**src/rtl/adder_pkg.sv**
```systemverilog
// Shared types and configuration checks for the pipelined add/subtract unit.
package adder_pkg;

  typedef enum logic {
    OP_ADD = 1'b0,
    OP_SUB = 1'b1
  } op_e;

  // The width must split evenly into one slice per stage, with at least one bit per slice.
  function automatic bit legal_cfg(input int width, input int stages);
    if (stages < 1 || stages > width) return 1'b0;
    return (width % stages) == 0;
  endfunction

endpackage

```
**src/rtl/adder_slice.sv**
```systemverilog
// Combinational CHUNK-bit ripple-carry adder built from full-adder cells.
module adder_slice
  import adder_pkg::*;
#(
  parameter int CHUNK = 8
) (
  input  logic [CHUNK-1:0] a_in,
  input  logic [CHUNK-1:0] b_in,
  input  logic             carry_in,
  output logic [CHUNK-1:0] sum_out,
  output logic             carry_out
);

  logic w_carry [CHUNK+1];

  assign w_carry[0] = carry_in;

  for (genvar i = 0; i < CHUNK; i++) begin : g_cell
    assign sum_out[i]     = a_in[i] ^ b_in[i] ^ w_carry[i];
    assign w_carry[i + 1] = (a_in[i] & b_in[i]) | (w_carry[i] & (a_in[i] ^ b_in[i]));
  end

  assign carry_out = w_carry[CHUNK];

endmodule

```
**src/rtl/pipelined_adder.sv**
```systemverilog
// Pipelined WIDTH-bit add/subtract: one CHUNK-bit carry-chained slice per stage,
// valid/ready handshake with a global stall when the output is held.
module pipelined_adder
  import adder_pkg::*;
#(
  parameter int WIDTH  = 32,
  parameter int STAGES = 4
) (
  input  logic             clk_in,
  input  logic             rst_in,
  input  logic             valid_in,
  output logic             ready_out,
  input  logic [WIDTH-1:0] a_in,
  input  logic [WIDTH-1:0] b_in,
  input  logic             carry_in,
  input  op_e              op_in,
  output logic             valid_out,
  input  logic             ready_in,
  output logic [WIDTH-1:0] sum_out,
  output logic             carry_out,
  output logic             ovf_out
);

  localparam int CHUNK = WIDTH / STAGES;
  localparam int LAST  = STAGES - 1;
  localparam logic [WIDTH-1:0] CHUNK_MASK = WIDTH'({CHUNK{1'b1}});

  if (!legal_cfg(WIDTH, STAGES)) begin : g_bad_cfg
    $error("pipelined_adder: WIDTH must be a non-zero multiple of STAGES");
  end

  // Per-stage state: operands travel with the partial sum so upper slices see them later.
  logic             r_valid [STAGES];
  logic [WIDTH-1:0] r_a     [STAGES];
  logic [WIDTH-1:0] r_b     [STAGES];
  logic [WIDTH-1:0] r_sum   [STAGES];
  logic             r_carry [STAGES];

  logic             w_src_v     [STAGES];
  logic [WIDTH-1:0] w_src_a     [STAGES];
  logic [WIDTH-1:0] w_src_b     [STAGES];
  logic [WIDTH-1:0] w_src_sum   [STAGES];
  logic             w_src_c     [STAGES];
  logic [CHUNK-1:0] w_slice_sum [STAGES];
  logic             w_slice_cout[STAGES];
  logic [WIDTH-1:0] w_next_sum  [STAGES];

  logic             w_advance;
  logic [WIDTH-1:0] w_b_eff;
  logic             w_c_eff;
  logic             w_unused_ops;

  // Subtraction is a + ~b + ~borrow, so carry_out reads as "no borrow".
  assign w_b_eff = (op_in == OP_SUB) ? ~b_in : b_in;
  assign w_c_eff = (op_in == OP_SUB) ? ~carry_in : carry_in;

  assign w_advance = !r_valid[LAST] || ready_in;
  assign ready_out = w_advance;

  for (genvar k = 0; k < STAGES; k++) begin : g_stage
    if (k == 0) begin : g_head
      assign w_src_v[k]   = valid_in;
      assign w_src_a[k]   = a_in;
      assign w_src_b[k]   = w_b_eff;
      assign w_src_sum[k] = '0;
      assign w_src_c[k]   = w_c_eff;
    end else begin : g_body
      assign w_src_v[k]   = r_valid[k - 1];
      assign w_src_a[k]   = r_a[k - 1];
      assign w_src_b[k]   = r_b[k - 1];
      assign w_src_sum[k] = r_sum[k - 1];
      assign w_src_c[k]   = r_carry[k - 1];
    end

    adder_slice #(
      .CHUNK(CHUNK)
    ) u_slice (
      .a_in     (w_src_a[k][k*CHUNK +: CHUNK]),
      .b_in     (w_src_b[k][k*CHUNK +: CHUNK]),
      .carry_in (w_src_c[k]),
      .sum_out  (w_slice_sum[k]),
      .carry_out(w_slice_cout[k])
    );

    // Lower sum bits pass through untouched; this stage's chunk is spliced in.
    assign w_next_sum[k] = (w_src_sum[k] & ~(CHUNK_MASK << (k * CHUNK)))
                         | (WIDTH'(w_slice_sum[k]) << (k * CHUNK));
  end

  always_ff @(posedge clk_in or posedge rst_in) begin
    if (rst_in) begin
      // NOTE: data registers are cleared too, so outputs are all-zero after reset rather than X.
      for (int k = 0; k < STAGES; k++) begin
        r_valid[k] <= 1'b0;
        r_a[k]     <= '0;
        r_b[k]     <= '0;
        r_sum[k]   <= '0;
        r_carry[k] <= 1'b0;
      end
    end else if (w_advance) begin
      // NOTE: non-blocking assignments let every stage sample its upstream's old value.
      for (int k = 0; k < STAGES; k++) begin
        r_valid[k] <= w_src_v[k];
        r_a[k]     <= w_src_a[k];
        r_b[k]     <= w_src_b[k];
        r_sum[k]   <= w_next_sum[k];
        r_carry[k] <= w_slice_cout[k];
      end
    end
  end

  assign valid_out = r_valid[LAST];
  assign sum_out   = r_sum[LAST];
  assign carry_out = r_carry[LAST];
  assign ovf_out   = (r_a[LAST][WIDTH-1] == r_b[LAST][WIDTH-1])
                  && (r_sum[LAST][WIDTH-1] != r_a[LAST][WIDTH-1]);

  // Only the sign bits of the final operand copies feed the overflow flag.
  assign w_unused_ops = ^{r_a[LAST], r_b[LAST]};

endmodule

```
**config.mk**
```make
export PLATFORM = sky130hd
export DESIGN_NAME = pipelined_adder
export DESIGN_NICKNAME = d
export VERILOG_FILES = /design/src/rtl/adder_pkg.sv /design/src/rtl/adder_slice.sv /design/src/rtl/pipelined_adder.sv
export SDC_FILE = /design/constraint.sdc
export NUM_CORES = 1
export LEC_CHECK = 0
export BUFFER_PORTS_ARGS = -buffer_cell sky130_fd_sc_hd__buf_2
export CORE_UTILIZATION = 40
export CTS_BUF_LIST = sky130_fd_sc_hd__clkbuf_16
export CTS_CLUSTER_SIZE = 24
export DETAILED_ROUTE_END_ITERATION = 8
export PLACE_DENSITY = 0.66
export SYNTH_ARGS = -nofsm -noshare
export SYNTH_HDL_FRONTEND = slang
export SYNTH_HIERARCHICAL = 1
export SYNTH_SLANG_ARGS = --single-unit
```
**constraint.sdc**
```tcl
create_clock -name clk_in -period 7.21 [get_ports clk_in]
set_input_delay 1.442 -clock clk_in [delete_from_list [all_inputs] [get_ports clk_in]]
set_output_delay 1.442 -clock clk_in [all_outputs]
set_load 0.005 [all_outputs]
```
### Yosys cells after proc, flatten, opt, wreduce, memory -nomap -nowiden

Index checks and enable logic that the tools add are counted.
W data, S select, Z words.

| storage, ports and cells | value |
|---|---|
| flip-flop bits (word level) | 344 |
| output and inout port bits | 36 |
| word-level logic and storage cells | 192 |

| cells by class | value |
|---|---|
| equal/unequal tests | 2 |
| multiplexer cells | 2 |
| bitwise logic cells | 165 |
| reductions and logical operators | 3 |

Operators with widths:

| operator | count |
|---|---|
| $and A1 B1 Y1 | 64 |
| $xor A1 B1 Y1 | 64 |
| $mux W32 | 1 |
| $not A32 Y32 | 1 |
| $or A1 B1 Y1 | 32 |
| $or A24 B32 Y32 | 1 |
| $or A16 B24 Y24 | 1 |
| $or A8 B16 Y16 | 1 |
| $eq A1 B1 Y1 | 1 |
| $logic_and A1 B1 Y1 | 1 |
| $logic_not A1 Y1 | 1 |
| $logic_or A1 B1 Y1 | 1 |
| $mux W1 | 1 |
| $ne A1 B1 Y1 | 1 |
| $not A1 Y1 | 1 |

### Depth between registers and ports, before layout

| logic depth | value |
|---|---|
| word-level depth | 19 |
| gate-level depth with buffers | 16 |

### By module

Netlist, hierarchy kept.

By module, submodules not included:

| module | times used | cells an instance | area an instance (µm²) | seq. area each (µm²) |
|---|---|---|---|---|
| pipelined_adder | 1 | 467 | 8007.7 | 4654.5 |
| adder_slice | 4 | 18 | 197.7 | 0.0 |

### Least setup slack after synthesis

No wires, ideal clock.

| path | value |
|---|---|
| path type | input to register |
| from | in op_in |
| to | reg r_sum[103] (netlist name) |
| library setup time | 64 ps |
| arrival | 5106 ps |
| data required time | 7146 ps |
| slack | 2040 ps |
| cell stages on the path | 16 |
| buffers on the path | 2 |
| path through | buf_2 -> buf_2 -> xor2_1 -> fa_1 -> inv_1 -> fa_1 -> inv_1 -> fa_1 -> fa_1 -> fa_1 -> fa_1 -> fa_1 -> inv_1 -> fa_1 -> inv_1 -> mux2_4 |

RTL lines:

| what | RTL line | text |
|---|---|---|
| start: declaration | pipelined_adder.sv:16 | `input op_e op_in,` |
| end signal: indexed assignment | pipelined_adder.sv:106 | `r_sum[k] <= w_next_sum[k];` |
| end: declaration | pipelined_adder.sv:36 | `logic [WIDTH-1:0] r_sum [STAGES];` |

==> results.md <==
- The leading area contributor after synthesis is sky130_fd_sc_hd__dfrtp_1.
- The cell type with the highest occurrence count on the critical path is sky130_fd_sc_hd__fa_1.
- The startpoint identified for the worst register-to-register timing path is r_a[80]$_DFFE_PP0P_.
- The register bit total from synthesis is 186.
- The final instance area is 0.00981 sq mm.
- The first TritonRoute pass finished after 4 iterations.
- The post-DP HPWL is 9240 um.
- Port buffering added 105 buffers.
- Counting every net in the synthesized netlist gives 641.
- Detailed routing inserted a total of 4,082 vias.
- The terminating pin of the worst hold path is valid_out$_DFFE_PP0P_.
- The sequential fraction of the synthesis area is 0.529.
- The post-CTS clock slew at the launch and capture registers of the worst setup and hold paths is about 70 ps.
- The data required time of the worst path is 7570 ps.
- The flip-flop and latch area is around 0.0047 sq mm.
- The total I/O pin count is 106.
- After floorplanning, the core was sized to cover between 0.02 and 0.025 sq mm.
- TritonCTS built the clock tree.
- The slowest library cell on the worst path is sky130_fd_sc_hd__fa_1.
- The area overhead of the layout relative to synthesis is 11.5%.
- The combined global-route utilization of all metal layers is 0.137.
- The critical path goes through buf_2 > xor2_1 > fa_1 > inv_1 > fa_1 > inv_1 > fa_1 > fa_1 > fa_1 > fa_1 > fa_1 > inv_1 > fa_1 > inv_1 > mux2_4.
- The end of the worst register-to-register path is r_sum[55]$_DFFE_PP0P_.
- The multi-input combinational cells in the finished layout cover a total of 0.00353 sq mm.
- The per-instance average area after synthesis is 16.3 sq um.
- The worst register-to-register path has a setup slack of roughly 3400 ps.
- Ranked by total cell area, the synthesized netlist is headed by sky130_fd_sc_hd__dfrtp_1 (53%), sky130_fd_sc_hd__mux2_4 (22%), sky130_fd_sc_hd__mux2_2 (7.3%).
- The count of hold buffers inserted by post-cts repair is 0.
- Measured against its own limit, the worst slew margin works out to 0.345.
- The number of instances on the worst hold path is 1.
- The source of the worst hold timing path is r_valid[1]$_DFFE_PP0P_.
- The via count of the first global-routing pass is approximately 4,600.
- The synthesized netlist cell count is 539.
- The highest cell delay on the worst timing path is 420 ps.
- After detailed routing, the average wire length per cell comes to 15.5 um.
- The final max-slew violation count is 0.
- The shortest clock period the worst path allows after layout is 4840 ps.
- The number of buffers created by CTS is 17.
- The run finished with clean final reports.
- The class of the most critical setup path is input pin to flop.
- The number of warnings reported in the yosys synthesis log is 6.
- After detailed placement, the total cell area comes to a little over 0.009 sq mm.
- The number of filler cells placed in the layout is between 1,500 and 2,000.
- The routed design has 13,900 um of wire.
- In the layout the commonest cells are sky130_fd_sc_hd__dfrtp_1 (186), sky130_fd_sc_hd__mux2_4 (128), sky130_fd_sc_hd__buf_2 (105), sky130_fd_sc_hd__mux2_2 (57), sky130_fd_sc_hd__inv_1 (41).
- Dividing total power by cell area gives a power density of 436 mW/mm^2.
- The largest clock skew in the final design is about 8.4 ps.
- The placement row count is 53.
- The cell chosen for the clock root is sky130_fd_sc_hd__clkbuf_16.
- The worst-case clock buffer depth is 2.
- Static timing analysis puts the maximum clock frequency at roughly 0.21 GHz.
- The number of setup buffers added after CTS is 0.
- The floorplan step defined a die boundary enclosing 0.0226 sq mm.
- The path category of the worst min-delay check is flop to flop.
- The first-pass GRT wire length is 24,000 um.
- STA classifies the critical path endpoint as a flop.
- The post-detailed-route count of antenna-violating nets is 0.
- For this design, the sink count on the clock tree is 186.
- For this run the aggregate overflow at the end of global routing stands at 0.
- For this configuration, the core starts out at a cell density of 0.413.
- The cell count of the worst reg-to-reg path is 13.
- The minimum hold slack is 490 ps.
- The library cell used most frequently in the layout, excluding fill and tap cells, is sky130_fd_sc_hd__dfrtp_1.
- The number of antenna diodes in the final layout is 0.
- The number of instances resized during post-cts repair is 0.
- The number of antenna violations at the first check in global routing was 0.
- The final net count is a little over 700.
- The clock network latency to the later pin of the worst-skew pair is 420 ps.
- The arrival time of the worst setup path is 5200 ps.
- The iteration-0 DRC count of the detailed router is roughly 140.
- The worst supply voltage drop on vdd is around 0.00017 V.
- The share of the clock period used by the worst path after layout is 0.671.
- The H-tree generated during clock tree synthesis spans 4 levels.
- The congestion estimate from routability-driven global placement came to 0.744.
- The final number of hold-violating endpoints is 0.
- Of the post-synthesis cell area, the dominant cell type holds 0.529.
- The vertical extent of the die is approximately 150 um.
- Max-cap violations in this run came to 0.
- The slew at the pin with the worst max-slew slack is 983 ps.
- The cell area after technology mapping is 0.00880 sq mm.
- Dividing the detail-routed via count by the number of cells gives 4.54.
- After routing, the total negative slack on setup checks comes to 0 ps.
- In this run the static leakage power is 4.83 nW.
- The final setup violation count is 0.
- The die span in x is approximately 150 um.
- The worst setup path is launched from an input pin.
- Of all nets on the critical path, the largest fanout is 10.
- The final routed DRC violation total is 0.
- Of the cells placed in the final design, the portion with a size suffix greater than 1 is 0.521.
- The pin count of the biggest net entering global routing is roughly 110.
- The number of unique standard cell types used by synthesis is 12.
- Setup repair after global routing left no endpoint under its margin.
## flip-flops by register name, indices dropped and copies added (netlist names)
name and cells:
r_a 49, sum_out 32, valid_out 1, r_carry 3, r_valid 3, r_b 49, carry_out 1, r_sum 48
## critical path: cells and delay by family
| kind | cells | cell delay [ps] |
|---|---|---|
| buf+inv | 5 | 470 |
| mux | 1 | 130 |
| xor+xnor | 1 | 210 |
| fa+ha+maj | 8 | 2950 |
## cells in the mapped netlist
cell / count
sky130_fd_sc_hd__mux2_4: 128
sky130_fd_sc_hd__mux2_2: 57
sky130_fd_sc_hd__inv_1: 41
sky130_fd_sc_hd__xor2_1: 33
sky130_fd_sc_hd__buf_6: 16
sky130_fd_sc_hd__buf_2: 8
sky130_fd_sc_hd__nand2_1: 1
sky130_fd_sc_hd__o22ai_1: 1
sky130_fd_sc_hd__dfrtp_1: 186
sky130_fd_sc_hd__nand2b_1: 3
sky130_fd_sc_hd__fa_1: 32
sky130_fd_sc_hd__buf_4: 33
## how the worst max path moves through the flow
stage | from | endpoint | slack [ps] | cells past startpoint
global placement | op_in | r_sum[103]$_DFFE_PP0P_ | 2060 | 15
floorplan | rst_in | carry_out$_DFFE_PP0P_ | 710 | 1
finish | op_in | r_sum[103]$_DFFE_PP0P_ | 2370 | 15
CTS | op_in | r_sum[103]$_DFFE_PP0P_ | 2400 | 15
detailed placement | op_in | r_sum[103]$_DFFE_PP0P_ | 1940 | 15
global route | op_in | r_sum[103]$_DFFE_PP0P_ | 2260 | 15
## kinds of logic after synthesis
| group | count (synthesis) | synth area share |
|---|---|---|
| xor gates and xnor gates | 33 | 0.0329 |
| adders and majority gates | 32 | 0.0728 |
| AOI/OAI and AO/OA | 1 | 0.000711 |
| muxes | 185 | 0.291 |
| buffers and inverters | 98 | 0.0707 |
| and+or+nand+nor | 4 | 0.00256 |
| DFF | 186 | 0.529 |
## per-layer routing
metal  wire length [um]  vias to the layer above  track usage
met1               6480                     2112        0.189
met3                397                       17       0.0252
li1                   -                     1892            -
met4                301                        0       0.0621
met5                  0                        -            0
met2               6740                       61        0.210
## where the power goes
| group | internal, mW | total, mW | leakage [nW] | switching (mW) |
|---|---|---|---|---|
| logic | 1.01 | 1.57 | 2.39 | 0.554 |
| clock network | 0.476 | 0.889 | 0.269 | 0.412 |
| registers | 1.52 | 1.81 | 2.17 | 0.292 |
| total | 3.01 | 4.27 | 4.83 | 1.26 |
## stage by stage
stage          utilization  total power [mW]  cells  worst slack (ps)
2_1_floorplan            -              3.16    539               711
3_3_place_gp         0.435              3.33    867              2060
3_5_place_dp         0.435              3.42    867              1940
4_1_cts              0.461              4.34    899              2400
5_1_grt              0.461              4.59    899              2260
6_report             0.461              4.27    899              2370
## final cells by class
type	count	area share
clock inverter	15	0.0131
clock buffer	17	0.0434
timing repair buffer	110	0.0574
tap	275	0.0351
multi-input combinational	255	0.360
inverter	41	0.0165
sequential	186	0.475
Note: power is estimated with default switching activity, not from simulation.
